<file path="src/rtl/stencil_pkg.sv">
// Shared helpers for the stencil window generator: counter widths, the default
// pixel type and the window slot mapping.
package stencil_pkg;

  localparam int PIX_W_DEF = 16;

  typedef logic [PIX_W_DEF-1:0] pixel_t;

  function automatic int col_w(input int img_w);
    return (img_w > 1) ? $clog2(img_w) : 1;
  endfunction

  function automatic int row_w(input int img_h);
    return (img_h > 1) ? $clog2(img_h) : 1;
  endfunction

  // Slot 0 is the top-left pixel; rows of the window are laid out contiguously.
  function automatic int win_slot(input int y, input int x, input int k);
    return y * k + x;
  endfunction

endpackage

</file>
<file path="src/rtl/stencil_row_ram.sv">
// Line buffer holding the K-1 previous rows per column; asynchronous read so the
// old column is available in the same cycle it is overwritten.
module stencil_row_ram
  import stencil_pkg::*;
#(
  parameter int WIDTH  = 16,
  parameter int K      = 3,
  parameter int IMG_W  = 64,
  parameter int ADDR_W = col_w(IMG_W)
) (
  input  logic                     clk_i,
  input  logic                     we_i,
  input  logic [ADDR_W-1:0]        addr_i,
  input  logic [(K-1)*WIDTH-1:0]   wdata_i,
  output logic [(K-1)*WIDTH-1:0]   rdata_o
);

  logic [(K-1)*WIDTH-1:0] mem_q [IMG_W];

  always_ff @(posedge clk_i) begin
    if (we_i) begin
      mem_q[addr_i] <= wdata_i;
    end
  end

  assign rdata_o = mem_q[addr_i];

endmodule

</file>
<file path="src/rtl/stencil_window_ub.sv">
// Streaming KxK stencil window generator with valid/ready flow control; windows
// are emitted only when they lie fully inside the image.
module stencil_window_ub
  import stencil_pkg::*;
#(
  parameter int WIDTH = 16,
  parameter int K     = 3,
  parameter int IMG_W = 64,
  parameter int IMG_H = 64
) (
  input  logic                   clk,
  input  logic                   reset,
  input  logic                   in_valid,
  input  logic [WIDTH-1:0]       in_data,
  output logic                   in_ready,
  output logic                   out_valid,
  output logic [K*K*WIDTH-1:0]   out_data,
  output logic                   out_last,
  input  logic                   out_ready
);

  localparam int COL_W = col_w(IMG_W);
  localparam int ROW_W = row_w(IMG_H);
  localparam int LW    = (K-1)*WIDTH;
  localparam logic [COL_W-1:0] COL_MAX = COL_W'(IMG_W-1);
  localparam logic [ROW_W-1:0] ROW_MAX = ROW_W'(IMG_H-1);

  typedef logic [WIDTH-1:0] pix_t;

  logic [COL_W-1:0]       col_q, col_d;
  logic [ROW_W-1:0]       row_q, row_d;
  logic                   out_valid_q, out_valid_d;
  logic                   out_last_q, out_last_d;
  logic [K*K*WIDTH-1:0]   out_data_q, out_data_d;
  pix_t                   win_q [K][K];
  pix_t                   win_d [K][K];
  pix_t                   colv  [K];
  logic [LW-1:0]          ram_rd, ram_wr;
  logic [K*K*WIDTH-1:0]   win_flat;
  logic                   acc, emit, frame_end;

  assign in_ready  = out_ready || !out_valid_q;
  assign acc       = in_valid && in_ready;
  assign emit      = (row_q >= ROW_W'(K-1)) && (col_q >= COL_W'(K-1));
  assign frame_end = (row_q == ROW_MAX) && (col_q == COL_MAX);

  stencil_row_ram #(
    .WIDTH  (WIDTH),
    .K      (K),
    .IMG_W  (IMG_W),
    .ADDR_W (COL_W)
  ) u_row_ram (
    .clk_i   (clk),
    .we_i    (acc),
    .addr_i  (col_q),
    .wdata_i (ram_wr),
    .rdata_o (ram_rd)
  );

  // Column vector: oldest row on top, the incoming pixel at the bottom; the
  // RAM word ages by one row on every write.
  always_comb begin
    for (int y = 0; y < K; y++) colv[y] = '0;
    for (int y = 0; y < K-1; y++) colv[y] = ram_rd[(K-2-y)*WIDTH +: WIDTH];
    colv[K-1] = in_data;
    ram_wr = '0;
    ram_wr[0 +: WIDTH] = in_data;
    for (int j = 1; j < K-1; j++) ram_wr[j*WIDTH +: WIDTH] = ram_rd[(j-1)*WIDTH +: WIDTH];
  end

  always_comb begin
    for (int y = 0; y < K; y++) begin
      for (int x = 0; x < K; x++) win_d[y][x] = win_q[y][x];
    end
    if (acc) begin
      for (int y = 0; y < K; y++) begin
        for (int x = 0; x < K-1; x++) win_d[y][x] = win_q[y][x+1];
        win_d[y][K-1] = colv[y];
      end
    end
    win_flat = '0;
    for (int y = 0; y < K; y++) begin
      for (int x = 0; x < K; x++) win_flat[win_slot(y, x, K)*WIDTH +: WIDTH] = win_d[y][x];
    end
  end

  always_comb begin
    col_d       = col_q;
    row_d       = row_q;
    out_valid_d = out_valid_q;
    out_last_d  = out_last_q;
    out_data_d  = out_data_q;
    if (acc) begin
      if (col_q == COL_MAX) begin
        col_d = '0;
        row_d = (row_q == ROW_MAX) ? '0 : row_q + ROW_W'(1);
      end else begin
        col_d = col_q + COL_W'(1);
      end
      out_valid_d = emit;
      out_last_d  = emit && frame_end;
      if (emit) out_data_d = win_flat;
    end else if (out_ready) begin
      out_valid_d = 1'b0;
      out_last_d  = 1'b0;
    end
  end

  // Window shift register carries data only; stale columns are masked by the guards.
  always_ff @(posedge clk) begin
    for (int y = 0; y < K; y++) begin
      for (int x = 0; x < K; x++) win_q[y][x] <= win_d[y][x];
    end
  end

  always_ff @(posedge clk) begin
    if (reset) begin
      col_q       <= '0;
      row_q       <= '0;
      out_valid_q <= 1'b0;
      out_last_q  <= 1'b0;
      out_data_q  <= '0;
    end else begin
      col_q       <= col_d;
      row_q       <= row_d;
      out_valid_q <= out_valid_d;
      out_last_q  <= out_last_d;
      out_data_q  <= out_data_d;
    end
  end

  assign out_valid = out_valid_q;
  assign out_last  = out_last_q;
  assign out_data  = out_data_q;

endmodule

</file>
<file path="config.mk">
export PLATFORM = sky130hd
export DESIGN_NAME = stencil_window_ub
export DESIGN_NICKNAME = d
export VERILOG_FILES = /design/src/rtl/stencil_pkg.sv /design/src/rtl/stencil_row_ram.sv /design/src/rtl/stencil_window_ub.sv
export SDC_FILE = /design/constraint.sdc
export NUM_CORES = 2
export LEC_CHECK = 0
export BUFFER_PORTS_ARGS = -buffer_cell sky130_fd_sc_hd__buf_4
export CAP_MARGIN = 10
export CORE_ASPECT_RATIO = 1.25
export CORE_MARGIN = 4
export CORE_UTILIZATION = 55
export CTS_BUF_LIST = sky130_fd_sc_hd__clkbuf_16
export CTS_CLUSTER_DIAMETER = 80
export DETAILED_ROUTE_END_ITERATION = 10
export GPL_TIMING_DRIVEN = 0
export PLACE_DENSITY = 0.73
export SYNTH_ARGS = -nofsm -noshare
export SYNTH_HDL_FRONTEND = slang
export SYNTH_SLANG_ARGS = --single-unit
export TNS_END_PERCENT = 20
</file>
<file path="constraint.sdc">
create_clock -name clk -period 5.77 [get_ports clk]
set_clock_uncertainty 0.1 [all_clocks]
set_input_delay 0 -clock clk [delete_from_list [all_inputs] [get_ports clk]]
set_output_delay 0 -clock clk [all_outputs]
set_load 0.05 [all_outputs]
</file>
==> results.ini <==
[status]
status = complete, but fails checks
violations = setup timing

[route]
wl_per_cell_um = 32.9
antenna_left = 0
drt-initial-drc-count = 7290
drt_first_pass_iters = 9
drc_errors = 0
vias = 51800
wl_um = 265000
routed_via_density = 6.43

[finish]
final_cell_area_um2 = 101000
drive_gt1_frac = 0.149
fillCellCount = 10800
area_growth_pct = 14.4
final_cells = 8054
fin_util = 0.636
fin_nets = 5849

[worst_setup_path]
r2r_cells = 10
cp-end-kind = flop
arrival_ps = 6300
worst_path_largest_cell_delay_ps = 940
crit_type = flop to flop
ff2ff_setup_slack_ps = -130
crit_top_cell = nand4_1
crit_path_start_kind = flop
path_max_fanout = 48
critPathRequiredTime_ps = 6170
crit_chain = buf_4, buf_6, nand4_1, clkbuf_1, o22ai_1, nor3_1, nand4_1, nand2_1, inv_2, buf_12
crit_slowest_cell = nor3_1
r2r_end = u_row_ram.mem_q[0][25]

[timing]
fin_crit_sh = 1.02
fin_crit_ps = 5900
max_freq_mhz = 169
setup_viol = 42
fin_ws_ps = -132
finalHoldViolations = 0
worst_pin_slew_ps = 1340
slew_headroom = 0.104
rsz0062_at_grt = false
slew_viol_final = 0
fin_setup_tns_ps = -3330

[global_routing]
grt.total_usage = 0.314
antenna_found_initial = 10
grt_max_degree = 67
grt_pass1_vias = 50000
grt.overflow.total = 0
grt_first_pass_wirelength_um = 368000

[die]
die_y_um = 455
start_util = 0.556
die_x_um = 366
ioPinCount = 167
die_area_um2 = 167000
num_rows = 163
core_um2 = 158000

[min_path]
whs_path_depth = 6
min_path_type = primary input to flop
hold_start = in_valid
holdPathEnd = row_q[1]

[clocking]
cts-buffers-inserted = 199
path_clk_slew_ps = 70
cts_root_buf = clkbuf_16
clockBufferDepth = 3
ctsResizeCount = 0
cts_tree = built
htree_levels = 4
clkSinkCount = 2308
worstSkewPairLatency_ps = 850

[synthesis]
synth.area.top_cells = edfxtp_1, mux2i_1, dfxtp_1
ys_seq_area_frac = 0.758
syn_area_um2 = 88000
syn_inst = 5329
synth_top_area_share = 0.699
synth_top_area_cell = edfxtp_1
synthFlopType = edfxtp_1
synth.mux.area_fraction = 0.120
synth.avg_cell_area_um2 = 16.5
synth_cell_types = 64
synth-async-reset-ratio = 0
syn_nets = 5353
ys_ff_latch = 2308
synth.most_common_cell = edfxtp_1
synth_top_family_by_area = multiplexers
synthAdderAreaFrac = 0.000568
yosysWarnings = 0
synth_edf_count = 2048
synth-simple-area-share = 0.0511
synth_compound_area_frac = 0.0491
netlist_top_cells_count = edfxtp_1, mux2i_1, nand2_1
synth_xor_area_frac = 0.000796

[pwr]
powerDensity_nw_per_um2 = 334
power_mw = 33.6
irDropWorstVdd_mv = 0.343
p_sw_mw = 7.47
sw_frac_of_total = 0.222
p_clk_frac = 0.384
p_comb_frac = 0.062
p_leak_nw = 31.9
p_int_mw = 26.2
sequentialPowerShare = 0.554

[placed_design]
dp_cells = 7662
hpwl_um = 181000
placed_cell_area_um2 = 94300
place.gp.congestion = 0.950
numPortBuffers = 166

[flow_run]
maxCapViolations = 0

placed cells by master, fill, tap and decap left out, drive strengths merged, types with 4 or more instances in the layout:
cell         instances
a211oi               9
a21oi              162
a22oi              196
and2                 6
buf                460
bufinv              15
clkbuf             345
clkinv              88
clkinvlp             4
dfxtp              260
diode                4
dlygate4sd3         20
edfxtp            2048
ha                   4
inv                 70
mux2                10
mux2i              876
mux4                74
nand2              548
nand2b               7
nand3               98
nand3b              31
nand4               42
nor2               207
nor2b               11
nor3                49
nor4                12
o21ai               97
o221ai              15
o22ai              151
o31ai                8
o41ai               16
xor2                 6
critical path: cells and delay by family (launching register included):
family / cells / cell delay (ps)
simple gates: 4 / 2680
buf+inv: 5 / 1860
flops: 1 / 540
compound gates: 1 / 230
layout make-up:
type                    count  area, um^2  area share
well taps                2062        2580      0.0256
flip-flops and latches   2308       66700       0.662
repair buffers            295        3370      0.0334
clock buffers             203        5080      0.0504
clock inverters           161        1140      0.0113
diodes                      4        10.0   0.0000994
multi-input cells        2678       20000       0.199
inverters                  16        60.1    0.000596
plain buffers             327        1780      0.0177
power by group through the flow:
stage	Clock (mW)	Sequential [mW]	Combinational (mW)
after floorplan	0	19.0	1.02
after global placement	0	19.0	1.83
after CTS	12.9	18.6	2.04
final	12.9	18.6	2.09
after global routing	13.6	18.6	2.15
after detailed placement	0	19.0	2.02
per-stage QoR:
stage | setup WS [ps] | hold WS, ps
2_1_floorplan | 180 | -1.13
3_3_place_gp | -3050 | 273
3_5_place_dp | 308 | 285
4_1_cts | 245 | 121
5_1_grt | 55.0 | 188
6_report | -132 | 174
routing by layer:
metal	routed length, um	global-route usage	vias up
li1	-	-	21600
met1	87900	0.370	25800
met2	126000	0.513	3552
met3	28600	0.0722	771
met4	22700	0.222	2
met5	13	0	-
worst max path at each step:
stage               slack, ps                 endpoint  startpoint
floorplan                 180   u_row_ram.mem_q[47][0]   out_valid
detailed placement        310  u_row_ram.mem_q[32][25]        flop
global route               50   u_row_ram.mem_q[3][25]        flop
finish                   -130   u_row_ram.mem_q[0][25]        flop
CTS                       240   u_row_ram.mem_q[0][25]        flop
global placement        -3050  u_row_ram.mem_q[47][21]   out_valid
state kept, by name, indices dropped and copies added, names as in the netlist, named ones only:
| signal | flops |
|---|---|
| u_row_ram.mem_q | 2048 |
| out_data | 144 |
| win_q | 96 |
| col_q | 6 |
| row_q | 6 |
| out_last | 1 |
| out_valid | 1 |
cell families (layout without fill, tap and decap cells):
group	after synthesis	count (layout)
flip-flops	2308	2308
AND/OR/NAND/NOR	1034	1034
multiplexers	960	960
AO/OA/AOI/OAI	672	672
buffers and inverters	343	1002
XOR/XNOR	8	8
adder cells (fa/ha/maj)	4	4
other	0	4
repair_timing:
item | in CTS | in global routing
buffers inserted | 0 | 0
hold buffers | 20 | 0
hold endpoints to repair | 1149 | 0
endpoints found under the setup margin | 0 | 0
Power figures use the tool's default switching activity.
